<file path="config.mk">
export PLATFORM = sky130hd
export DESIGN_NAME = mem_stage_access_unit
export DESIGN_NICKNAME = d
export VERILOG_FILES = /design/src/rtl/mem_stage_access_unit.sv
export SDC_FILE = /design/constraint.sdc
export NUM_CORES = 1
export LEC_CHECK = 0
export ABC_AREA = 1
export BUFFER_PORTS_ARGS = -buffer_cell sky130_fd_sc_hd__buf_2
export CAP_MARGIN = 40
export CORE_MARGIN = 4
export CORE_UTILIZATION = 47
export CTS_CLUSTER_DIAMETER = 50
export CTS_CLUSTER_SIZE = 24
export DETAILED_ROUTE_END_ITERATION = 6
export GPL_TIMING_DRIVEN = 0
export PLACE_DENSITY = 0.83
export SLEW_MARGIN = 10
export SYNTH_ARGS = -nofsm -noshare
export SYNTH_HDL_FRONTEND = slang
export SYNTH_SLANG_ARGS = --single-unit
</file>
<file path="constraint.sdc">
create_clock -name clk -period 16.2 [get_ports clk]
set_input_delay 0.81 -clock clk [delete_from_list [all_inputs] [get_ports clk]]
set_output_delay 0.81 -clock clk [all_outputs]
set_load 0.02 [all_outputs]
</file>
<file path="src/rtl/mem_stage_access_unit.sv">
// rtl/mem_stage_access_unit.sv - MEM-stage data-memory access, load formatting and MEM/WB register
// Optional misaligned-access trap: define MEM_MISALIGN_TRAP_EN.
module mem_stage_access_unit #(
   parameter int DATA_WIDTH = 32,
   parameter int ADDR_WIDTH = 32
) (
   input  logic                  clk,
   input  logic                  rst,
   input  logic [DATA_WIDTH-1:0] mem_alu_result,
   input  logic [DATA_WIDTH-1:0] mem_rs2_data,
   input  logic [4:0]            mem_rd_addr,
   input  logic [2:0]            mem_funct3,
   input  logic                  mem_MemRead,
   input  logic                  mem_MemWrite,
   input  logic                  mem_MemToReg,
   input  logic                  mem_RegWrite,
   output logic                  dmem_req,
   output logic                  dmem_we,
   output logic [ADDR_WIDTH-1:0] dmem_addr,
   output logic [DATA_WIDTH-1:0] dmem_wdata,
   output logic [3:0]            dmem_be,
   input  logic                  dmem_ready,
   input  logic [DATA_WIDTH-1:0] dmem_rdata,
   output logic                  mem_stall,
   output logic                  wb_valid,
   output logic                  wb_RegWrite,
   output logic                  wb_MemToReg,
   output logic [4:0]            wb_rd_addr,
   output logic [DATA_WIDTH-1:0] wb_alu_result,
   output logic [DATA_WIDTH-1:0] wb_load_data,
   output logic                  mem_misaligned
);

   typedef enum logic [1:0] {S_IDLE, S_BUSY, S_DONE} state_t;

   state_t                state_q, state_d;
   logic                  dmem_req_q, dmem_req_d;
   logic                  dmem_we_q, dmem_we_d;
   logic [ADDR_WIDTH-1:0] dmem_addr_q, dmem_addr_d;
   logic [DATA_WIDTH-1:0] dmem_wdata_q, dmem_wdata_d;
   logic [3:0]            dmem_be_q, dmem_be_d;
   logic [1:0]            lane_q, lane_d;
   logic [2:0]            funct3_q, funct3_d;
   logic [DATA_WIDTH-1:0] load_data_q, load_data_d;
   logic                  trap_q, trap_d;
   logic                  misaligned_q, misaligned_d;
   logic                  wb_valid_q, wb_valid_d;
   logic                  wb_reg_write_q, wb_reg_write_d;
   logic                  wb_mem_to_reg_q, wb_mem_to_reg_d;
   logic [4:0]            wb_rd_addr_q, wb_rd_addr_d;
   logic [DATA_WIDTH-1:0] wb_alu_result_q, wb_alu_result_d;
   logic [DATA_WIDTH-1:0] wb_load_data_q, wb_load_data_d;

   logic                  access;
   logic [1:0]            lane;
   logic                  misaligned;
   logic [3:0]            st_be;
   logic [DATA_WIDTH-1:0] st_wdata;
   logic [7:0]            ld_byte;
   logic [15:0]           ld_half;
   logic [DATA_WIDTH-1:0] ld_fmt;

   assign access = mem_MemRead | mem_MemWrite;
   assign lane   = mem_alu_result[1:0];

`ifdef MEM_MISALIGN_TRAP_EN
   // funct3[1:0] 00 = byte, 01 = half, anything else behaves as a word
   assign misaligned = access &&
                       (((mem_funct3[1:0] == 2'b01) && lane[0]) ||
                        (mem_funct3[1] && (lane != 2'b00)));
`else
   assign misaligned = 1'b0;
`endif

   always_comb begin
      st_be    = 4'b1111;
      st_wdata = mem_rs2_data;
      case (mem_funct3[1:0])
         2'b00: begin
            st_be    = 4'b0001 << lane;
            st_wdata = {4{mem_rs2_data[7:0]}};
         end
         2'b01: begin
            st_be    = lane[1] ? 4'b1100 : 4'b0011;
            st_wdata = {2{mem_rs2_data[15:0]}};
         end
         default: ;
      endcase
   end

   always_comb begin
      case (lane_q)
         2'd0:    ld_byte = dmem_rdata[7:0];
         2'd1:    ld_byte = dmem_rdata[15:8];
         2'd2:    ld_byte = dmem_rdata[23:16];
         default: ld_byte = dmem_rdata[31:24];
      endcase
      ld_half = lane_q[1] ? dmem_rdata[31:16] : dmem_rdata[15:0];
      case (funct3_q)
         3'b000:  ld_fmt = {{24{ld_byte[7]}}, ld_byte};
         3'b001:  ld_fmt = {{16{ld_half[15]}}, ld_half};
         3'b100:  ld_fmt = {24'd0, ld_byte};
         3'b101:  ld_fmt = {16'd0, ld_half};
         default: ld_fmt = dmem_rdata;
      endcase
   end

   always_comb begin
      case (state_q)
         S_IDLE:  mem_stall = access;
         S_BUSY:  mem_stall = 1'b1;
         default: mem_stall = 1'b0;
      endcase
   end

   always_comb begin
      state_d      = state_q;
      dmem_req_d   = dmem_req_q;
      dmem_we_d    = dmem_we_q;
      dmem_addr_d  = dmem_addr_q;
      dmem_wdata_d = dmem_wdata_q;
      dmem_be_d    = dmem_be_q;
      lane_d       = lane_q;
      funct3_d     = funct3_q;
      load_data_d  = load_data_q;
      trap_d       = trap_q;
      misaligned_d = 1'b0;
      case (state_q)
         S_IDLE: begin
            if (access && misaligned) begin
               state_d      = S_DONE;
               trap_d       = 1'b1;
               misaligned_d = 1'b1;
            end else if (access) begin
               state_d      = S_BUSY;
               dmem_req_d   = 1'b1;
               dmem_we_d    = mem_MemWrite;
               dmem_addr_d  = {mem_alu_result[ADDR_WIDTH-1:2], 2'b00};
               dmem_wdata_d = st_wdata;
               dmem_be_d    = mem_MemWrite ? st_be : 4'b0000;
               lane_d       = lane;
               funct3_d     = mem_funct3;
               trap_d       = 1'b0;
            end
         end
         S_BUSY: begin
            if (dmem_ready) begin
               state_d     = S_DONE;
               dmem_req_d  = 1'b0;
               load_data_d = ld_fmt;
            end
         end
         default: begin
            state_d = S_IDLE;
            trap_d  = 1'b0;
         end
      endcase
   end

   // MEM/WB register: bubbles clear only valid and RegWrite, the payload holds
   always_comb begin
      wb_valid_d      = 1'b0;
      wb_reg_write_d  = 1'b0;
      wb_mem_to_reg_d = wb_mem_to_reg_q;
      wb_rd_addr_d    = wb_rd_addr_q;
      wb_alu_result_d = wb_alu_result_q;
      wb_load_data_d  = wb_load_data_q;
      if (!mem_stall) begin
         wb_valid_d      = 1'b1;
         wb_reg_write_d  = mem_RegWrite & ~trap_q;
         wb_mem_to_reg_d = mem_MemToReg;
         wb_rd_addr_d    = mem_rd_addr;
         wb_alu_result_d = mem_alu_result;
         wb_load_data_d  = load_data_q;
      end
   end

   always_ff @(posedge clk or posedge rst) begin
      if (rst) begin
         state_q         <= S_IDLE;
         dmem_req_q      <= 1'b0;
         dmem_we_q       <= 1'b0;
         dmem_addr_q     <= '0;
         dmem_wdata_q    <= '0;
         dmem_be_q       <= 4'b0000;
         lane_q          <= 2'b00;
         funct3_q        <= 3'b000;
         load_data_q     <= '0;
         trap_q          <= 1'b0;
         misaligned_q    <= 1'b0;
         wb_valid_q      <= 1'b0;
         wb_reg_write_q  <= 1'b0;
         wb_mem_to_reg_q <= 1'b0;
         wb_rd_addr_q    <= 5'd0;
         wb_alu_result_q <= '0;
         wb_load_data_q  <= '0;
      end else begin
         state_q         <= state_d;
         dmem_req_q      <= dmem_req_d;
         dmem_we_q       <= dmem_we_d;
         dmem_addr_q     <= dmem_addr_d;
         dmem_wdata_q    <= dmem_wdata_d;
         dmem_be_q       <= dmem_be_d;
         lane_q          <= lane_d;
         funct3_q        <= funct3_d;
         load_data_q     <= load_data_d;
         trap_q          <= trap_d;
         misaligned_q    <= misaligned_d;
         wb_valid_q      <= wb_valid_d;
         wb_reg_write_q  <= wb_reg_write_d;
         wb_mem_to_reg_q <= wb_mem_to_reg_d;
         wb_rd_addr_q    <= wb_rd_addr_d;
         wb_alu_result_q <= wb_alu_result_d;
         wb_load_data_q  <= wb_load_data_d;
      end
   end

   assign dmem_req       = dmem_req_q;
   assign dmem_we        = dmem_we_q;
   assign dmem_addr      = dmem_addr_q;
   assign dmem_wdata     = dmem_wdata_q;
   assign dmem_be        = dmem_be_q;
   assign mem_misaligned = misaligned_q;
   assign wb_valid       = wb_valid_q;
   assign wb_RegWrite    = wb_reg_write_q;
   assign wb_MemToReg    = wb_mem_to_reg_q;
   assign wb_rd_addr     = wb_rd_addr_q;
   assign wb_alu_result  = wb_alu_result_q;
   assign wb_load_data   = wb_load_data_q;

endmodule
</file>
==> metrics.txt, run 1 <==
Max Slew Vio Count 0; R2R setup slack 14510 ps; initial core utilization about half; placed instance count approximately 1400; die area 18500 µm²; Critical Path Source mem_MemRead; #FFs+latches synth 179; H-tree depth 4; Hold Path Class in2async; dpl cell area 9260 µm²; row count 46; Worst-path clk slew 60 ps; Tmin final between 2000 and 3000 ps; average wire per standard cell 15.7 µm; register area share after synthesis 58.3%; Post-CTS Resized 0; vias in the first global route 6934; die width 136 µm; HPWL after DPL between 15000 and 20000 µm; FF-to-FF Start state_q[0]$_DFFE_PP0P_; drt total wl 22200 µm; die height between 100 and 150 µm; Vias/cell 5.01; WHS 455 ps; worst r2r dst wb_alu_result[5]$_DFFE_PP0N_; Max Clock Freq between 300 and 400 MHz; cts hold-fix bufs 0; R2R cell count 5; Nets 1298; Slew Limit Headroom 57.4%; GP Congestion 0.901; gr ovfl total 0; Port-buffer cells about 250; crit path DAT 2000 ps; number of setup buffers added after CTS 0; DR pass1 iterations 5; Non-Filler Instances 1417; Fillers 1384; ratio of cells with drive above 1 in the final layout 28.2%; initial antenna violation count 2; Setup crit start kind input port; max_cap viols 0; Yosys warning count 0; final setup violation count 0; Routed Antenna Nets 0; Power per Cell Area 229 nW/µm²; crit-path max FO 10; syn_area_per_cell 8.41 µm²; Crit. End Element output pin; final hold violation count 0; largest net degree at the start of global routing 92; ratio of final minimum period to clock period 17.3%; first-pass GRT wire length approximately 35000 µm; Critical Path RT 15390 ps; clock sink count 179; leakage between 5 and 6 nW; Mapped Area 7690 µm²; First DRT Iteration DRCs ~540; Area growth syn-to-layout 28.7%; area occupied by multi-input gates 2510 µm²; Setup TNS 0 ps; VDD IR-drop max 0.112 mV; Clock Skews 8.84 ps; Ports 255; DRC 0; sequential cell area 4480 µm²; crit path to mem_stall; Tot Pwr approximately 2.3 mW; RSZ-0062 raised after global routing no; CTS tree yes; status complete, no violations; core area 15900 µm²; Max Root-Sink Buffers 2; unique cell type count in the Yosys netlist 25; total number of vias 7094; kind of critical path in2out; Post-Layout Inst Area 9900 µm²; Clk Latency, worst-skew pair 430 ps; total track usage 24.3%; Synth Instances between 900 and 1000; Slew @ Worst Pin about 640 ps; CTS root buf clkbuf_16; TritonCTS Buffers 17
==> layout make-up <==
class	count	share of cell area, %
inverters	109	4.24
repair buffers	252	13.0
clock inverters	14	2.01
multi-input cells	576	25.4
flip-flops and latches	179	45.3
diodes	1	0.0253
plain buffers	52	2.95
clock buffers	18	4.44
well taps	216	2.73
==> routing by layer <==
layer | GRT usage [%] | share of wire (%) | wire length, µm | vias to the layer above
met5 | 0 | 0.054 | 12 | -
li1 | - | - | - | 3411
met3 | 6.44 | 7.9 | 1760 | 58
met2 | 39.5 | 48 | 10600 | 293
met1 | 31.4 | 41 | 9100 | 3330
met4 | 9.41 | 3.2 | 702 | 2
==> worst min-delay path by stage <==
stage / end / slack [ps] / cells after the start
after CTS: dmem_req$_DFFE_PP0P_ / 470 / 2
after detailed placement: wb_load_data[12]$_DFFE_PP0N_ / 460 / 2
after global routing: wb_load_data[10]$_DFFE_PP0N_ / 490 / 2
final: wb_rd_addr[4]$_DFFE_PP0N_ / 460 / 2
after global placement: wb_load_data[3]$_DFFE_PP0N_ / 450 / 2
after floorplan: wb_load_data[0]$_DFFE_PP0N_ / 440 / 2
==> worst max-delay path, stage by stage <==
cell and delay, ps:
buf_2 100, inv_1 60, nand2_1 70, nand2_2 190, nand2_2 210, buf_6 220, buf_4 180, buf_2 160
==> where the power goes <==
part	switching [mW]	total, mW	internal [mW]
clock network	0.180	0.445	0.265
registers	0.111	0.778	0.667
logic	0.711	1.04	0.331
total	1.00	2.27	1.26
==> cell usage in the layout, fill, tap and decap left out, drive strengths merged <==
cell type / instances
a21boi: 2
a21oi: 50
inv: 113
bufinv: 4
conb: 3
diode: 1
nand3: 34
clkbuf: 31
dfrtp: 179
nand2: 319
a31oi: 4
a41oi: 4
buf: 291
clkinv: 6
o21ai: 134
nor2: 26
==> kinds of logic after synthesis <==
| logic type | count (synthesis) | share of synthesized area, % |
|---|---|---|
| simple gates | 379 | 19.5 |
| compound gates | 194 | 13.0 |
| flops | 179 | 58.3 |
| buf+inv | 161 | 9.15 |
| other cells | 1 | 0.0488 |
==> registers in the layout, summed over array words and instances (netlist names) <==
name	cells
dmem_we	1
wb_load_data	32
dmem_req	1
funct3_q	3
state_q	2
load_data_q	32
wb_RegWrite	1
dmem_be	4
dmem_wdata	32
lane_q	2
wb_MemToReg	1
wb_alu_result	32
wb_rd_addr	5
dmem_addr	30
wb_valid	1
==> cells in the mapped netlist, drive strengths merged <==
| library cell | n | area share [%] |
|---|---|---|
| nand3 | 34 | 2.3 |
| clkbuf | 13 | 0.63 |
| o21ai | 134 | 8.8 |
| conb | 1 | 0.049 |
| buf | 39 | 3.2 |
| a21oi | 50 | 3.3 |
| nand2 | 319 | 16 |
| a31oi | 4 | 0.33 |
| nor2 | 26 | 1.4 |
| a21boi | 2 | 0.20 |
| inv | 109 | 5.4 |
| a41oi | 4 | 0.46 |
| dfrtp | 179 | 58 |
==> stage by stage <==
step	utilization (%)	setup WS, ps
2_1_floorplan	-	10530
3_3_place_gp	57.8	8700
3_5_place_dp	58.1	13350
4_1_cts	62.1	13350
5_1_grt	62.1	13290
6_report	62.1	13390
No activity file was read; power rests on OpenSTA's default activity.
==> run 2: changes to the inputs <==
--- a/config.mk
+++ b/config.mk
@@ -9,12 +9,12 @@
 export BUFFER_PORTS_ARGS = -buffer_cell sky130_fd_sc_hd__buf_2
 export CAP_MARGIN = 40
 export CORE_MARGIN = 4
-export CORE_UTILIZATION = 47
+export CORE_UTILIZATION = 46
 export CTS_CLUSTER_DIAMETER = 50
 export CTS_CLUSTER_SIZE = 24
 export DETAILED_ROUTE_END_ITERATION = 6
 export GPL_TIMING_DRIVEN = 0
-export PLACE_DENSITY = 0.83
+export PLACE_DENSITY = 0.85
 export SLEW_MARGIN = 10
 export SYNTH_ARGS = -nofsm -noshare
 export SYNTH_HDL_FRONTEND = slang
==> constraint.sdc (replaced) <==
create_clock -name clk -period 2.5 [get_ports clk]
set_input_delay 0.125 -clock clk [delete_from_list [all_inputs] [get_ports clk]]
set_output_delay 0.125 -clock clk [all_outputs]
set_load 0.02 [all_outputs]
==> run 2 against run 1 <==
Net effect:
- largest power group unchanged
- die area is 2.0% higher
- first-iteration DRC count up 23%
- clock power rose to 6.0 times the previous value
- non-clock buffer count is 66 higher
- critical endpoint unchanged
- critical path type is now reg2out
- cell area is 6.4% higher
- wire length up 12%
==> metrics.txt, run 2 (synthesis results as in run 1) <==
die area 18800 µm²; Area growth syn-to-layout 37.0%; Clk Latency, worst-skew pair 420 ps; vias in the first global route approximately 7500; Tmin final 2180 ps; H-tree depth 4; most common cell after layout, fill and taps aside nand2_1; HPWL after DPL ~17000 µm; antenna fix cells 0; crit-path most repeated cell nand2_2; kind of critical path reg2out; average wire per standard cell 16.7 µm; die width 137 µm; final hold violation count 0; TritonCTS Buffers 17; Max Clock Freq 459 MHz; clock power share between 10% and 20%; row count 46; dpl cell area 9320 µm²; DR pass1 iterations 6; Crit path largest cell delay ~400 ps; total track usage 26.4%; largest net degree at the start of global routing 38; First DRT Iteration DRCs 666; combinational share of power between 40% and 50%; final setup violation count 0; Routed Antenna Nets 0; Clock Skews between 9 and 10 ps; Max Slew Vio Count 0; Hold Path Class in2reg; RSZ-0062 raised after global routing no; most used cells in the layout excluding fill and tap cells nand2_1, buf_2, dfrtp_1, inv_1, o21ai_0; Post-Layout Inst Area between 10000 and 15000 µm²; GP Congestion 0.920; DRC 0; part of the power in registers 34.5%; core area 16100 µm²; CTS tree yes; CTS root buf clkbuf_16; length of routed met2 wiring 12200 µm; sw frac a little under half; leakage 5.79 nW; crit-path max FO 10; CP cell instances nor2_1 > nand2_2 > nand2_2 > buf_6 > buf_4 > buf_2; Setup crit start kind flip-flop; Port-buffer cells 251; VDD IR-drop max about 0.76 mV; total number of vias 7632; Vias/cell 5.15; first-pass GRT wire length 38500 µm; crit path DAT approximately 2100 ps; Power per Cell Area ~1400 nW/µm²; WHS around 7.8 ps; Post-CTS Resized 0; Int Pwr 8.08 mW; drt total wl between 20000 and 25000 µm; initial core utilization 47.7%; Nets 1364; die height 137 µm; status complete, no violations; met3 WL post-DR between 1500 and 2000 µm; critical path's slowest cell dfrtp_1; ratio of cells with drive above 1 in the final layout 26.9%; max_cap viols 0; Routed met1 length about 9600 µm; Worst-path clk slew approximately 70 ps; gr ovfl total 0; Slew Limit Headroom 51.7%; Critical Path RT 2380 ps; Top Layer Used met4; Max Root-Sink Buffers 2; Slew @ Worst Pin 723 ps; initial antenna violation count 0; NetSw 6.63 mW; ratio of final minimum period to clock period between 80 and 90%; number of setup buffers added after CTS 0; Crit. End Element output pin; Ports 255; clock sink count between 150 and 200
-- run 2: layout make-up --
| cell class | count | area (µm²) |
|---|---|---|
| Tap cell | 216 | 270 |
| Timing Repair Buffer | 318 | 1980 |
| Sequential cell | 179 | 4480 |
| Multi-Input combinational cell | 576 | 2510 |
| Clock inverter | 11 | 126 |
| Buffer | 52 | 292 |
| Fill cell | 1275 | 5580 |
| Clock buffer | 21 | 460 |
| Inverter | 109 | 415 |
-- run 2: critical path, delay by kind of cell, from the launching register on --
family	cells	cell delay (ps)
buffers and inverters	3	590
DFF	1	390
and+or+nand+nor	3	630
-- run 2: worst paths after layout --
kind	from	endpoint	slack, ps	cells past startpoint
worst max register to register	state_q[0]$_DFFE_PP0P_	wb_alu_result[4]$_DFFE_PP0N_	710	5
worst min register to register	dmem_req$_DFFE_PP0P_	dmem_req$_DFFE_PP0P_	470	2
max in group asynchronous	rst	dmem_wdata[24]$_DFFE_PP0P_	1080	6
min in group asynchronous	rst	wb_rd_addr[2]$_DFFE_PP0N_	400	3
worst min-delay path	mem_rs2_data[23]	dmem_wdata[23]$_DFFE_PP0P_	8	3
worst max-delay path	state_q[0]$_DFFE_PP0P_	mem_stall	320	6
-- run 2: stage by stage --
stage | setup TNS [ps] | worst slack (ps) | power (mW) | util [%] | instances
CTS | 0 | 282 | 14.6 | 65.3 | 1482
detailed placement | 0 | 745 | 11.8 | 57.9 | 1388
global placement | -162880 | -920 | 11.6 | 57.2 | 1383
finish | 0 | 323 | 14.7 | 65.3 | 1482
floorplan | 0 | 80.4 | 9.43 | - | 916
global route | 0 | 174 | 15.7 | 65.3 | 1482
-- run 2: power groups by stage --
stage / Sequential [mW] / Combinational [mW] / Clock (mW)
finish: 5.07 / 6.97 / 2.67
global route: 5.20 / 7.70 / 2.81
CTS: 5.04 / 6.90 / 2.70
detailed placement: 5.05 / 6.79 / 0
global placement: 5.02 / 6.60 / 0
floorplan: 6.35 / 3.08 / 0
-- run 2: per-layer routing --
layer,global-route usage [%],vias to the layer above
met3,5.62,80
met4,12.7,0
met1,33.0,3572
met2,43.8,444
li1,-,3536
met5,0,-
-- run 2: timing repair --
action,in CTS,in global routing
endpoints found under the hold margin,115,0
endpoints found under the setup margin,0,0
hold buffers,62,0
